[src/rtl/warp_inst_queue.sv]
// Decoupling instruction queue between the 2-wide fetch unit and decode.
// Optional zero-latency empty-queue bypass enabled by defining WARP_IQ_BYPASS_EN.
module warp_inst_queue #(
    parameter int DEPTH = 8,
    parameter int PTR_W = $clog2(DEPTH)
) (
    input  logic        i_clk,
    input  logic        i_rst_n,
    input  logic [1:0]  i_valid,
    input  logic [31:0] i_inst0,
    input  logic [31:0] i_inst1,
    input  logic [1:0]  i_compressed,
    input  logic [63:0] i_inst0_pc_rdata,
    input  logic [63:0] i_inst0_pc_wdata,
    input  logic [63:0] i_inst1_pc_rdata,
    input  logic [63:0] i_inst1_pc_wdata,
    output logic        o_stall,
    input  logic        i_flush,
    input  logic        i_stall,
    output logic [1:0]  o_valid,
    output logic [31:0] o_inst0,
    output logic [31:0] o_inst1,
    output logic [1:0]  o_compressed,
    output logic [63:0] o_inst0_pc_rdata,
    output logic [63:0] o_inst0_pc_wdata,
    output logic [63:0] o_inst1_pc_rdata,
    output logic [63:0] o_inst1_pc_wdata
);

    localparam int              CNT_W         = PTR_W + 1;
    localparam logic [31:0]     CANONICAL_NOP = 32'h00000013;
    localparam logic [CNT_W-1:0] STALL_LEVEL  = CNT_W'(DEPTH - 2);
    localparam logic [CNT_W-1:0] CNT_TWO      = CNT_W'(2);

    logic [31:0]      r_inst  [DEPTH];
    logic             r_comp  [DEPTH];
    logic [63:0]      r_pcR   [DEPTH];
    logic [63:0]      r_pcW   [DEPTH];

    logic [PTR_W-1:0] r_rdPtr;
    logic [PTR_W-1:0] r_wrPtr;
    logic [CNT_W-1:0] r_count;

    logic [PTR_W-1:0] w_rdPtr1;
    logic [PTR_W-1:0] w_wrPtr1;
    logic             w_stall;
    logic             w_inValid0;
    logic             w_inValid1;
    logic             w_pushEn;
    logic             w_bypass;
    logic             w_bypassConsume;
    logic             w_wr0;
    logic             w_wr1;
    logic [1:0]       w_pushCnt;
    logic             w_qValid0;
    logic             w_qValid1;
    logic [1:0]       w_popCnt;

    assign w_rdPtr1 = r_rdPtr + 1'b1;
    assign w_wrPtr1 = r_wrPtr + 1'b1;

    // Stall depends only on registered occupancy, so room for a full pair is guaranteed when low.
    assign w_stall = (r_count > STALL_LEVEL);
    assign o_stall = w_stall;

    // The illegal pattern 10 carries no slot-0 instruction and is dropped entirely.
    assign w_inValid0 = i_valid[0];
    assign w_inValid1 = i_valid[0] & i_valid[1];
    assign w_pushEn   = !w_stall && !i_flush;

`ifdef WARP_IQ_BYPASS_EN
    assign w_bypass = (r_count == '0) && !i_flush && w_inValid0;
`else
    assign w_bypass = 1'b0;
`endif

    assign w_bypassConsume = w_bypass && !i_stall;
    assign w_wr0     = w_pushEn && w_inValid0 && !w_bypassConsume;
    assign w_wr1     = w_pushEn && w_inValid1 && !w_bypassConsume;
    assign w_pushCnt = {1'b0, w_wr0} + {1'b0, w_wr1};

    assign w_qValid0 = (r_count != '0) && !i_flush;
    assign w_qValid1 = (r_count >= CNT_TWO) && !i_flush;
    assign w_popCnt  = (!i_stall && !i_flush) ? ({1'b0, w_qValid0} + {1'b0, w_qValid1}) : 2'd0;

    always_ff @(posedge i_clk or negedge i_rst_n) begin
        if (!i_rst_n) begin
            r_rdPtr <= '0;
            r_wrPtr <= '0;
            r_count <= '0;
        end else if (i_flush) begin
            r_rdPtr <= '0;
            r_wrPtr <= '0;
            r_count <= '0;
        end else begin
            r_wrPtr <= r_wrPtr + PTR_W'(w_pushCnt);
            r_rdPtr <= r_rdPtr + PTR_W'(w_popCnt);
            r_count <= r_count + CNT_W'(w_pushCnt) - CNT_W'(w_popCnt);
        end
    end

    // Entry payload needs no reset; occupancy alone decides what is visible.
    always_ff @(posedge i_clk) begin
        if (w_wr0) begin
            r_inst[r_wrPtr] <= i_inst0;
            r_comp[r_wrPtr] <= i_compressed[0];
            r_pcR[r_wrPtr]  <= i_inst0_pc_rdata;
            r_pcW[r_wrPtr]  <= i_inst0_pc_wdata;
        end
        if (w_wr1) begin
            r_inst[w_wrPtr1] <= i_inst1;
            r_comp[w_wrPtr1] <= i_compressed[1];
            r_pcR[w_wrPtr1]  <= i_inst1_pc_rdata;
            r_pcW[w_wrPtr1]  <= i_inst1_pc_wdata;
        end
    end

    always_comb begin
        o_valid          = 2'b00;
        o_inst0          = CANONICAL_NOP;
        o_inst1          = CANONICAL_NOP;
        o_compressed     = 2'b00;
        o_inst0_pc_rdata = 64'd0;
        o_inst0_pc_wdata = 64'd0;
        o_inst1_pc_rdata = 64'd0;
        o_inst1_pc_wdata = 64'd0;
        if (w_bypass) begin
            o_valid[0]       = 1'b1;
            o_inst0          = i_inst0;
            o_compressed[0]  = i_compressed[0];
            o_inst0_pc_rdata = i_inst0_pc_rdata;
            o_inst0_pc_wdata = i_inst0_pc_wdata;
            if (w_inValid1) begin
                o_valid[1]       = 1'b1;
                o_inst1          = i_inst1;
                o_compressed[1]  = i_compressed[1];
                o_inst1_pc_rdata = i_inst1_pc_rdata;
                o_inst1_pc_wdata = i_inst1_pc_wdata;
            end
        end else begin
            if (w_qValid0) begin
                o_valid[0]       = 1'b1;
                o_inst0          = r_inst[r_rdPtr];
                o_compressed[0]  = r_comp[r_rdPtr];
                o_inst0_pc_rdata = r_pcR[r_rdPtr];
                o_inst0_pc_wdata = r_pcW[r_rdPtr];
            end
            if (w_qValid1) begin
                o_valid[1]       = 1'b1;
                o_inst1          = r_inst[w_rdPtr1];
                o_compressed[1]  = r_comp[w_rdPtr1];
                o_inst1_pc_rdata = r_pcR[w_rdPtr1];
                o_inst1_pc_wdata = r_pcW[w_rdPtr1];
            end
        end
    end

endmodule

[config.mk]
export PLATFORM = sky130hd
export DESIGN_NAME = warp_inst_queue
export DESIGN_NICKNAME = d
export VERILOG_FILES = /design/src/rtl/warp_inst_queue.sv
export SDC_FILE = /design/constraint.sdc
export NUM_CORES = 2
export LEC_CHECK = 0
export BUFFER_PORTS_ARGS = -buffer_cell sky130_fd_sc_hd__buf_2
export CORE_AREA = 5 5 319 446
export DETAILED_ROUTE_END_ITERATION = 10
export DIE_AREA = 0 0 324 451
export MAX_ROUTING_LAYER = met4
export PLACE_DENSITY_LB_ADDON = 0.25
export SLEW_MARGIN = 20
export SYNTH_ARGS = -nofsm -noshare
export SYNTH_HDL_FRONTEND = slang
export SYNTH_SLANG_ARGS = --single-unit
[constraint.sdc]
create_clock -name i_clk -period 9.4 [get_ports i_clk]
set_input_delay 0.94 -clock i_clk [delete_from_list [all_inputs] [get_ports i_clk]]
set_output_delay 0.94 -clock i_clk [all_outputs]
set_load 0.01 [all_outputs]
==> metrics.txt <==
drt first-iter violations=5573; Period minus WS final=6.875 ns; placed insts=7161; vias per cell=6.846; critical path endpoint category=output pin; Die X=324 µm; pwr dens=202.9 nW/µm²; Reg-to-Reg End=r_pcR[0][13]; worst-path fanout max=133; final clock skew=0.02481 ns; site row count=161; R2R cell count=6; minimum hold slack=0.5437 ns; Synth Instances=5057; Setup crit start kind=flop; DR vias=51.36k; largest net degree at the start of global routing=139; Num CTS Buffers=134; # IOs=653; Final nets=5849; CTS sink cnt=1298; share of post-route cells with drive strength above 1=0.5113; Avg Inst Size Synth=14.89 µm²; vias in the first global route=53.54k; FMAX=145.5 MHz; Peak VDD IR=0.1913 mV; Remaining Overflow, GRT=0; dpl ws=3.338 ns; DRT Pass-1 Iters=5; Total GRT Usage=0.3410; status=finished clean; EDFF count, synth=1288; hold worst-path end=r_count[3]; buffers plus inverters on the worst setup path=4; P&R area growth vs syn=12.23%; post-synthesis sequential area ratio=0.5169; # Post-CTS Setup Buffers=0; Resized cells post-CTS=0; post-route cell area=84520 µm²; area leader, netlist=edfxtp_1; R2R Setup Slk=4.80 ns; Crit path max-delay family=buffers and inverters; post-DP HPWL=133700 µm; total power=17.15 mW; crit-path cells=ha_4, xor2_4, buf_12, buf_4, buf_4, nand2_1, a32o_1, nor3_1, buf_2; die area=146100 µm²; FILL cells=10.51k; TritonCTS clock tree=built; reg-to-reg startpoint=r_wrPtr[0]; core box area=137400 µm²; initial antenna violation count=107; share of the synthesized area in the top cell type=0.5136; Max stage delay cell, worst path=dfrtp_4; setup ws final=2.525 ns; fin crit share=0.7314; Yosys reg bits=1298; Clock Tree Buf Depth=3; Non-Filler Instances=7502; Worst-path clk slew=0.07 ns; Placed Area=80150 µm²; main area contributors after synthesis=edfxtp_1 (51%), mux2_2 (24%), mux4_2 (9.7%), mux2i_1 (4.3%), a32o_1 (2.1%); post-layout util=0.6152; Final TNS setup=0 ns; routability congestion estimate=0.8288; DR WL/cell=32.96 µm; min-delay worst type=in -> reg; Initial Util=0.5482; WS Path Type=reg -> out; cell mode on critical path=buf_4; worst slew pin tran=1.176 ns; CTS root buf=clkbuf_16; Synth Cell Area=75310 µm²; CP Data Required Time=8.46 ns; peak per-stage delay on the critical path=1.18 ns; Max-Cap Viols=0; hold_sp=i_flush; htree depth=4; Mapped Nets=5401; final hold viol count=0; I/O Buffers=652; Multi-input gate area=34780 µm²; ys flop type=edfxtp_1; Post-synth ARST share=0.007704; most common cell in the netlist=mux2_2; Unique masters post-synth=41; drt total wl=247300 µm; final setup vio count=0; synth warn=0; Die H=451 µm; Clock Latency Late Sink=0.76 ns; RSZ-0062 raised after global routing=no; top cells by count, synth=mux2_2 (1602), edfxtp_1 (1288), nand2_1 (334); Slew HR=0.2160; leakage=28.24 nW; worst hold path depth=2; global-route wire length before repair=357000 µm; register area=38940 µm²; Final Max Slew Viols=0; Residual DRC=0; WP data arrival=5.94 ns; antenna viol nets, final=0
==> flip-flops by register name, indices dropped and copies added, names as in the netlist <==
name     count
r_pcW      512
r_count      4
r_pcR      512
r_comp       8
r_inst     256
r_rdPtr      3
r_wrPtr      3
==> cells by family after synthesis <==
kind of cell             Yosys count  share of synthesized area
multiplexers                    2251                     0.3798
buffers and inverters            446                    0.02382
flip-flops                      1298                     0.5169
adder cells (fa/ha/maj)           16                   0.003057
XOR/XNOR                           8                  0.0009303
AND/OR/NAND/NOR                  703                    0.03946
AO/OA/AOI/OAI                    335                    0.03607
==> worst register-to-register path, stage by stage (launching register included) <==
cell and delay [ns]:
dfrtp_1 0.55, ha_1 0.41, xnor2_1 0.33, nand3_4 0.71, buf_4 0.81, buf_4 1.04
mux2_2 0.50
==> layer usage <==
| metal | vias up | part of all wire | GRT usage |
|---|---|---|---|
| li1 | 21322 | - | - |
| met1 | 26265 | 0.36 | 0.4109 |
| met2 | 3186 | 0.48 | 0.5418 |
| met3 | 586 | 0.11 | 0.08829 |
| met4 | 0 | 0.044 | 0.1587 |
| met5 | - | 0 | - |
==> placed cells by master (no fill, tap or decap), types with 17 or more instances in the layout <==
master	instances
mux2_2	1602
edfxtp_1	1288
buf_2	652
nand2_1	331
mux4_2	325
mux2i_1	324
nor2_1	172
o22ai_1	161
nor3_1	158
a32o_1	157
clkbuf_16	143
diode_2	108
buf_4	68
clkbuf_1	34
clkinv_1	28
inv_1	20
buf_12	17
==> report_power, final <==
part / internal [mW] / switching, mW
clock: 2.90 / 2.25
combinational: 2.13 / 3.09
sequential: 6.65 / 0.140
total: 11.7 / 5.47
==> worst max path at each step <==
stage	startpoint	end	slack (ns)	cells past startpoint
floorplan	i_flush	r_comp[2]	2.91	3
global placement	r_rdPtr[1]	o_inst1[7]	3.40	9
detailed placement	r_rdPtr[1]	o_inst1[7]	3.34	9
CTS	r_rdPtr[1]	o_inst1[7]	2.48	9
global route	r_rdPtr[1]	o_inst1[7]	2.38	9
finish	r_rdPtr[1]	o_inst1[7]	2.52	9
==> layout make-up <==
type | instances | area share
inverters | 20 | 0.0008882
clock inverters | 55 | 0.004574
clock buffers | 177 | 0.04385
diodes | 108 | 0.003197
well taps | 1793 | 0.02654
flip-flops and latches | 1298 | 0.4607
repair buffers | 738 | 0.04879
multi-input cells | 3313 | 0.4115
==> timing repair <==
item / 4_1_cts / 5_1_grt
hold buffers: 1 / 0
endpoints found under the setup margin: 0 / 0
hold endpoints to repair: 10 / 0
(Power assumes the default switching activity.)
